File: src/rtl/pc_sequencer_pkg.sv
// ============================================================================
// Module  : pc_sequencer_pkg
// Purpose : Shared definitions for the kt8 fetch/decode/execute sequencer.
//           Holds the FSM state encoding, the branch opcode fields, the
//           default halt opcode and the index of the branch condition bit.
// Ports   : none (package)
// Rev     : 1.0  initial release
// ============================================================================
`default_nettype none

package pc_sequencer_pkg;

  // ST_PAUSE is only reachable when PC_SEQUENCER_SINGLE_STEP_EN is defined.
  typedef enum logic [2:0] {
    ST_IDLE   = 3'd0,
    ST_FETCH  = 3'd1,
    ST_DECODE = 3'd2,
    ST_EXEC   = 3'd3,
    ST_HALTED = 3'd4,
    ST_FAULT  = 3'd5,
    ST_PAUSE  = 3'd6
  } state_e;

  // Branch opcodes live in instruction bits [7:5].
  localparam logic [2:0] BR_UP_OP            = 3'b110;
  localparam logic [2:0] BR_DN_OP            = 3'b111;
  localparam logic [7:0] HALT_OPCODE_DEFAULT = 8'hBF;

  // Bit 4 selects conditional (on Z) versus unconditional branching.
  localparam int COND_BIT = 4;

endpackage

`default_nettype wire

File: src/rtl/pc_sequencer_branch_decode.sv
// ============================================================================
// Module  : pc_sequencer_branch_decode
// Purpose : Purely combinational decode of a latched kt8 instruction byte.
//           Classifies it as branch / halt / plain and resolves whether a
//           branch is taken against the supplied Z flag.
// Ports   : instr_i[7:0]  instruction byte
//           flag_z_i      zero flag used by conditional branches
//           is_branch_o   opcode field is a branch (up or down)
//           taken_o       branch is taken
//           up_o/down_o   taken branch direction (mutually exclusive)
//           dist_o[3:0]   jump distance field
//           is_halt_o     byte equals HALT_OPCODE
// Rev     : 1.0  initial release
// ============================================================================
`default_nettype none

module pc_sequencer_branch_decode
  import pc_sequencer_pkg::*;
#(
  parameter logic [7:0] HALT_OPCODE = HALT_OPCODE_DEFAULT
) (
  input  logic [7:0] instr_i,
  input  logic       flag_z_i,
  output logic       is_branch_o,
  output logic       taken_o,
  output logic       up_o,
  output logic       down_o,
  output logic [3:0] dist_o,
  output logic       is_halt_o
);

  logic [2:0] w_op;
  logic       w_op_up;
  logic       w_op_dn;

  assign w_op    = instr_i[7:5];
  assign w_op_up = (w_op == BR_UP_OP);
  assign w_op_dn = (w_op == BR_DN_OP);

  // Halt has priority so a halt opcode overlapping a branch encoding never
  // also produces a jump.
  assign is_halt_o   = (instr_i == HALT_OPCODE);
  assign is_branch_o = (w_op_up | w_op_dn) & ~is_halt_o;
  assign taken_o     = is_branch_o & (~instr_i[COND_BIT] | flag_z_i);
  assign up_o        = taken_o & w_op_up;
  assign down_o      = taken_o & w_op_dn;
  assign dist_o      = instr_i[3:0];

endmodule

`default_nettype wire

File: src/rtl/pc_sequencer.sv
// ============================================================================
// Module  : pc_sequencer
// Purpose : Fetch/decode/execute sequencer for the kt8 program counter.
//           Requests instruction bytes, decodes branches against Z and issues
//           exactly one PC step per instruction. All outputs are registered.
// Params  : FETCH_TIMEOUT  cycles in FETCH without ack before fault (1..255)
//           HALT_OPCODE    instruction byte that halts the sequencer
// Macro   : PC_SEQUENCER_SINGLE_STEP_EN adds step_i and a PAUSE state after
//           every EXEC; one step_i rising edge releases one instruction.
// Ports   : clk_i, rst_i (async, active-high)
//           run_i, instr_i[7:0], instr_valid_i, flag_z_i, [step_i]
//           fetch_req_o, pc_step_o, pc_jump_up_o, pc_jump_down_o,
//           pc_jump_dist_o[3:0], exec_o, instr_o[7:0], halted_o, fault_o
// Rev     : 1.0  initial release
// ============================================================================
`default_nettype none

module pc_sequencer
  import pc_sequencer_pkg::*;
#(
  parameter int unsigned FETCH_TIMEOUT = 15,
  parameter logic [7:0]  HALT_OPCODE   = HALT_OPCODE_DEFAULT
) (
  input  logic       clk_i,
  input  logic       rst_i,
  input  logic       run_i,
  input  logic [7:0] instr_i,
  input  logic       instr_valid_i,
  input  logic       flag_z_i,
`ifdef PC_SEQUENCER_SINGLE_STEP_EN
  input  logic       step_i,
`endif
  output logic       fetch_req_o,
  output logic       pc_step_o,
  output logic       pc_jump_up_o,
  output logic       pc_jump_down_o,
  output logic [3:0] pc_jump_dist_o,
  output logic       exec_o,
  output logic [7:0] instr_o,
  output logic       halted_o,
  output logic       fault_o
);

  // Last counter value still spent in FETCH; the next miss faults.
  localparam logic [7:0] C_TO_LAST = 8'(FETCH_TIMEOUT - 1);

  state_e     state_q, state_d;
  logic [7:0] cnt_q, cnt_d;
  logic [7:0] instr_q, instr_d;
  logic       fetch_req_q, fetch_req_d;
  logic       pc_step_q, pc_step_d;
  logic       up_q, up_d;
  logic       down_q, down_d;
  logic [3:0] dist_q, dist_d;
  logic       exec_q, exec_d;
  logic       halted_q, halted_d;
  logic       fault_q, fault_d;

  logic       w_is_branch;
  logic       w_taken;
  logic       w_up;
  logic       w_down;
  logic [3:0] w_dist;
  logic       w_is_halt;

`ifdef PC_SEQUENCER_SINGLE_STEP_EN
  logic step_q;
  logic w_step_rise;
  assign w_step_rise = step_i & ~step_q;
`endif

  // Decodes the latched byte; flag_z_i is only consumed on the DECODE->EXEC
  // edge, so later flag changes cannot alter the branch outcome.
  pc_sequencer_branch_decode #(
    .HALT_OPCODE (HALT_OPCODE)
  ) u_branch_decode (
    .instr_i     (instr_q),
    .flag_z_i    (flag_z_i),
    .is_branch_o (w_is_branch),
    .taken_o     (w_taken),
    .up_o        (w_up),
    .down_o      (w_down),
    .dist_o      (w_dist),
    .is_halt_o   (w_is_halt)
  );

  always_comb begin
    state_d   = state_q;
    cnt_d     = cnt_q;
    instr_d   = instr_q;
    pc_step_d = 1'b0;
    up_d      = 1'b0;
    down_d    = 1'b0;
    dist_d    = 4'h0;
    exec_d    = 1'b0;

    case (state_q)
      ST_IDLE: begin
        if (run_i) state_d = ST_FETCH;
      end
      ST_FETCH: begin
        // A valid ack on the timeout cycle still wins over the fault.
        if (instr_valid_i) begin
          instr_d = instr_i;
          cnt_d   = 8'h00;
          state_d = ST_DECODE;
        end else if (cnt_q == C_TO_LAST) begin
          cnt_d   = 8'h00;
          state_d = ST_FAULT;
        end else begin
          cnt_d   = cnt_q + 8'h01;
        end
      end
      ST_DECODE: begin
        if (w_is_halt) begin
          state_d = ST_HALTED;
        end else begin
          // EXEC strobes are prepared here so they appear registered in EXEC.
          state_d   = ST_EXEC;
          pc_step_d = 1'b1;
          up_d      = w_up;
          down_d    = w_down;
          dist_d    = w_taken ? w_dist : 4'h0;
          exec_d    = ~w_is_branch;
        end
      end
      ST_EXEC: begin
`ifdef PC_SEQUENCER_SINGLE_STEP_EN
        state_d = ST_PAUSE;
`else
        state_d = run_i ? ST_FETCH : ST_IDLE;
`endif
      end
`ifdef PC_SEQUENCER_SINGLE_STEP_EN
      ST_PAUSE: begin
        if (w_step_rise) state_d = run_i ? ST_FETCH : ST_IDLE;
      end
`endif
      ST_HALTED: state_d = ST_HALTED;
      ST_FAULT:  state_d = ST_FAULT;
      default:   state_d = ST_IDLE;
    endcase

    fetch_req_d = (state_d == ST_FETCH);
    halted_d    = (state_d == ST_HALTED);
    fault_d     = (state_d == ST_FAULT);
  end

  always_ff @(posedge clk_i or posedge rst_i) begin
    if (rst_i) begin
      state_q     <= ST_IDLE;
      cnt_q       <= 8'h00;
      instr_q     <= 8'h00;
      fetch_req_q <= 1'b0;
      pc_step_q   <= 1'b0;
      up_q        <= 1'b0;
      down_q      <= 1'b0;
      dist_q      <= 4'h0;
      exec_q      <= 1'b0;
      halted_q    <= 1'b0;
      fault_q     <= 1'b0;
`ifdef PC_SEQUENCER_SINGLE_STEP_EN
      step_q      <= 1'b0;
`endif
    end else begin
      state_q     <= state_d;
      cnt_q       <= cnt_d;
      instr_q     <= instr_d;
      fetch_req_q <= fetch_req_d;
      pc_step_q   <= pc_step_d;
      up_q        <= up_d;
      down_q      <= down_d;
      dist_q      <= dist_d;
      exec_q      <= exec_d;
      halted_q    <= halted_d;
      fault_q     <= fault_d;
`ifdef PC_SEQUENCER_SINGLE_STEP_EN
      step_q      <= step_i;
`endif
    end
  end

  assign fetch_req_o    = fetch_req_q;
  assign pc_step_o      = pc_step_q;
  assign pc_jump_up_o   = up_q;
  assign pc_jump_down_o = down_q;
  assign pc_jump_dist_o = dist_q;
  assign exec_o         = exec_q;
  assign instr_o        = instr_q;
  assign halted_o       = halted_q;
  assign fault_o        = fault_q;

endmodule

`default_nettype wire

File: config.mk
export PLATFORM = sky130hd
export DESIGN_NAME = pc_sequencer
export DESIGN_NICKNAME = d
export VERILOG_FILES = /design/src/rtl/pc_sequencer_pkg.sv /design/src/rtl/pc_sequencer_branch_decode.sv /design/src/rtl/pc_sequencer.sv
export SDC_FILE = /design/constraint.sdc
export NUM_CORES = 1
export LEC_CHECK = 0
export CAP_MARGIN = 20
export CORE_MARGIN = 1.5
export CORE_UTILIZATION = 43
export CTS_CLUSTER_DIAMETER = 100
export DETAILED_ROUTE_END_ITERATION = 10
export PLACE_DENSITY_LB_ADDON = 0.1
export SYNTH_ARGS = -nofsm -noshare
export SYNTH_HDL_FRONTEND = slang
export SYNTH_SLANG_ARGS = --single-unit
File: constraint.sdc
create_clock -name clk_i -period 2.15 [get_ports clk_i]
set_input_delay 0.43 -clock clk_i [delete_from_list [all_inputs] [get_ports clk_i]]
set_output_delay 0.43 -clock clk_i [all_outputs]
set_load 0.005 [all_outputs]
==> results.yml <==
run_status:
  status: "finished clean"
sta:
  fin_crit_ns: 1.85
  final_max_slew_viol_count: 0
  min_period_over_period_pct: 86.3
  relSlewSlack_pct: 70.9
  fmax_mhz: 539
  worst_slew_pin_slew_ns: 0.434
  hold_violations: 0
  tns_ns: 0
  setup_viol: 0
  fin_skew_ns: 0.00878
  grt_setup_unrepaired: "no"
route:
  ant_nets: 0
  drcViolationCount: 0
  firstDrtPassIters: 4
  wl_per_cell_um: 14.5
  vias: 1009
  routed_wl_um: 2640
  vias_per_cell: 5.54
  first_iter_violations: 32
floorplan:
  die_width_um: 58.4
  start_util_pct: 46.7
  io_pins: 32
  die-area_mm2: 0.00341
  num_rows: 19
  die_y_um: 58.4
  design.core.area_mm2: 0.00283
setup_path:
  start_kind: "flip-flop"
  cp_data_required_time_ns: 2.40
  critical-path-top-delay-family: "compound AO/OA/AOI/OAI gates"
  crit_path_end_kind: "flip-flop"
  crit_slowest_cell: "or3b_1"
  cp.arrival_ns: 2.11
  critPathBufInv: 0
  critical-path-max-stage-delay_ns: 0.51
  rrSetupSlack_ns: 0.30
  worstPathMaxFanout: 10
  path_cells: "or3b_1, a211oi_4, a41oi_1, a31oi_1"
  setup.worst_path.class: "flip-flop to flip-flop"
global_route:
  first_global_vias: 967
  grt_max_degree: 31
  met1_usage_pct: 22.1
  top_usage_layer: "met2"
  grt_util_met3_pct: 6.81
  grtUsageMet2_pct: 27.0
  grt_overflow_total: 0
  track_usage_pct: 17.6
  antenna_found_initial: 0
  grt_pass1_wl_um: 4380
hold_path:
  min-delay-path-class: "input pin to asynchronous set/reset pin"
synthesis:
  synth_top_cells_by_count: "dfrtp_1, nand2_1, mux2_2, and2_1"
  synth_area_leaders: "dfrtp_1, mux2_2, and2_1, nand2_1, nand2b_1"
  yosysMostFrequentCell: "dfrtp_1"
  yosysTopAreaCell: "dfrtp_1"
  ys.flop_type: "dfrtp_1"
  syn_area_mm2: 0.00132
  async_reset_ff_share_pct: 100
  synth_top_area_share_pct: 56.9
  synth-seq-area-share_pct: 56.9
  synth_edf_count: 0
  yosys_warnings: 0
  synth_cell_types: 34
  netlist_instances: 111
  syn_avg_cell_area_um2: 11.9
  synthesis.nets: 126
  synth-seq-cells: 30
placement:
  place_congestion: 0.800
  place_hpwl_um: 1930
  placement.io_buffers: 31
  placedCellCount: 174
clock_tree:
  cts_repair_resize_count: 0
  clk_path_buf_depth: 2
  cts-root-buf: "clkbuf_4"
  numCtsBuffers: 5
  cts_tree: "done"
  insertion_delay_ns: 0.33
  htreeDepth: 2
  clkTransAtPathRegs_ns: 0.09
  clkSinkCount: 30
  post_cts_buffers: 0
  hold_buffers: 0
final_layout:
  n_fill_cell: 244
  final-seq-area_um2: 751
  multiInputGateArea_um2: 534
  drive_above_1_share_pct: 13.9
  n_antenna_cell: 0
  num-nets-final: 165
  final_cells: 182
  area_delta_synth_final_pct: 31.5
power_and_ir_drop:
  power.leakage_nw: 0.785
  peakVddDrop_v: 0.000608
  powerDensity_mw_per_mm2: 1120
run:
  max_cap_viol_count: 0
[sequential cells by signal, summed over array words and instances, names as in the netlist]
| signal | count |
|---|---|
| pc_jump_down_o | 1 |
| cnt_q | 8 |
| pc_jump_dist_o | 4 |
| halted_o | 1 |
| state_q | 3 |
| fault_o | 1 |
| exec_o | 1 |
| instr_o | 8 |
| fetch_req_o | 1 |
| pc_step_o | 1 |
| pc_jump_up_o | 1 |
[layer usage]
metal	wire, um	share of wire, %
met5	0	0
met3	182	6.9
met4	37	1.4
met2	1230	46
met1	1200	45
[worst paths after layout]
check / startpoint / end / cells past startpoint
worst max-delay path: state_q[1]$_DFF_PP0_ / cnt_q[5]$_DFFE_PP0P_ / 4
worst min-delay path: rst_i / pc_jump_up_o$_DFF_PP0_ / 3
max in group asynchronous: rst_i / pc_step_o$_DFF_PP0_ / 3
worst min register to register: instr_o[6]$_DFFE_PP0P_ / exec_o$_DFF_PP0_ / 1
min in group clk_i: instr_o[6]$_DFFE_PP0P_ / exec_o$_DFF_PP0_ / 1
worst max register to register: state_q[1]$_DFF_PP0_ / cnt_q[5]$_DFFE_PP0P_ / 4
[power by group]
group | internal [mW] | leakage (nW) | switching, mW
registers | 0.725 | 0.392 | 0.165
logic | 0.412 | 0.357 | 0.287
clock network | 0.158 | 0.0353 | 0.189
total | 1.30 | 0.785 | 0.641
[per-stage QoR]
step | hold slack (ns) | instance area (um^2) | worst slack [ns] | util, % | total power, mW
6_report | 0.467 | 1740 | 0.295 | 61.3 | 1.94
5_1_grt | 0.514 | 1740 | 0.170 | 61.3 | 2.07
4_1_cts | 0.480 | 1740 | 0.308 | 61.3 | 1.95
3_5_place_dp | 0.510 | 1680 | 0.280 | 59.2 | 1.60
3_3_place_gp | 0.504 | 1680 | 0.303 | 59.2 | 1.57
2_1_floorplan | 0.470 | 1320 | 0.491 | - | 1.26
[cells by family after synthesis]
kind of cell / after synthesis / share of synthesized area, %
DFF: 30 / 56.9
muxes: 8 / 6.82
buffers and inverters: 7 / 2.65
xor gates and xnor gates: 2 / 1.33
and+or+nand+nor: 42 / 18.4
adders and majority gates: 2 / 1.90
AOI/OAI and AO/OA: 20 / 12.0
[cell type report]
cell class / instances / share of cell area [%]
clock inverter: 1 / 0.288
clock buffer: 7 / 3.17
tap: 31 / 2.24
sequential: 30 / 43.3
inverter: 5 / 1.08
multi-input combinational: 74 / 30.8
timing repair buffer: 34 / 19.2
[worst min-delay path, stage by stage]
cell and delay (ns):
clkdlybuf4s50_1 0.40, inv_1 0.05, buf_4 0.33
[layout by cell type (no fill, tap or decap), types with 2 or more instances in the layout]
cell type        count
xor2_1               2
and3_1               2
nor3_1               2
nor2_1               3
inv_1                5
and2_1               7
clkbuf_4             5
buf_4                3
clkdlybuf4s50_1     31
dfrtp_1             30
ha_1                 2
mux2_2               8
a21oi_1              4
nand2_1             11
nor2b_1              2
or3b_1               2
nand2b_1             5
a31oi_1              4
nand3_1              2
o21ai_0              3
Note: power is estimated with default switching activity, not from simulation.
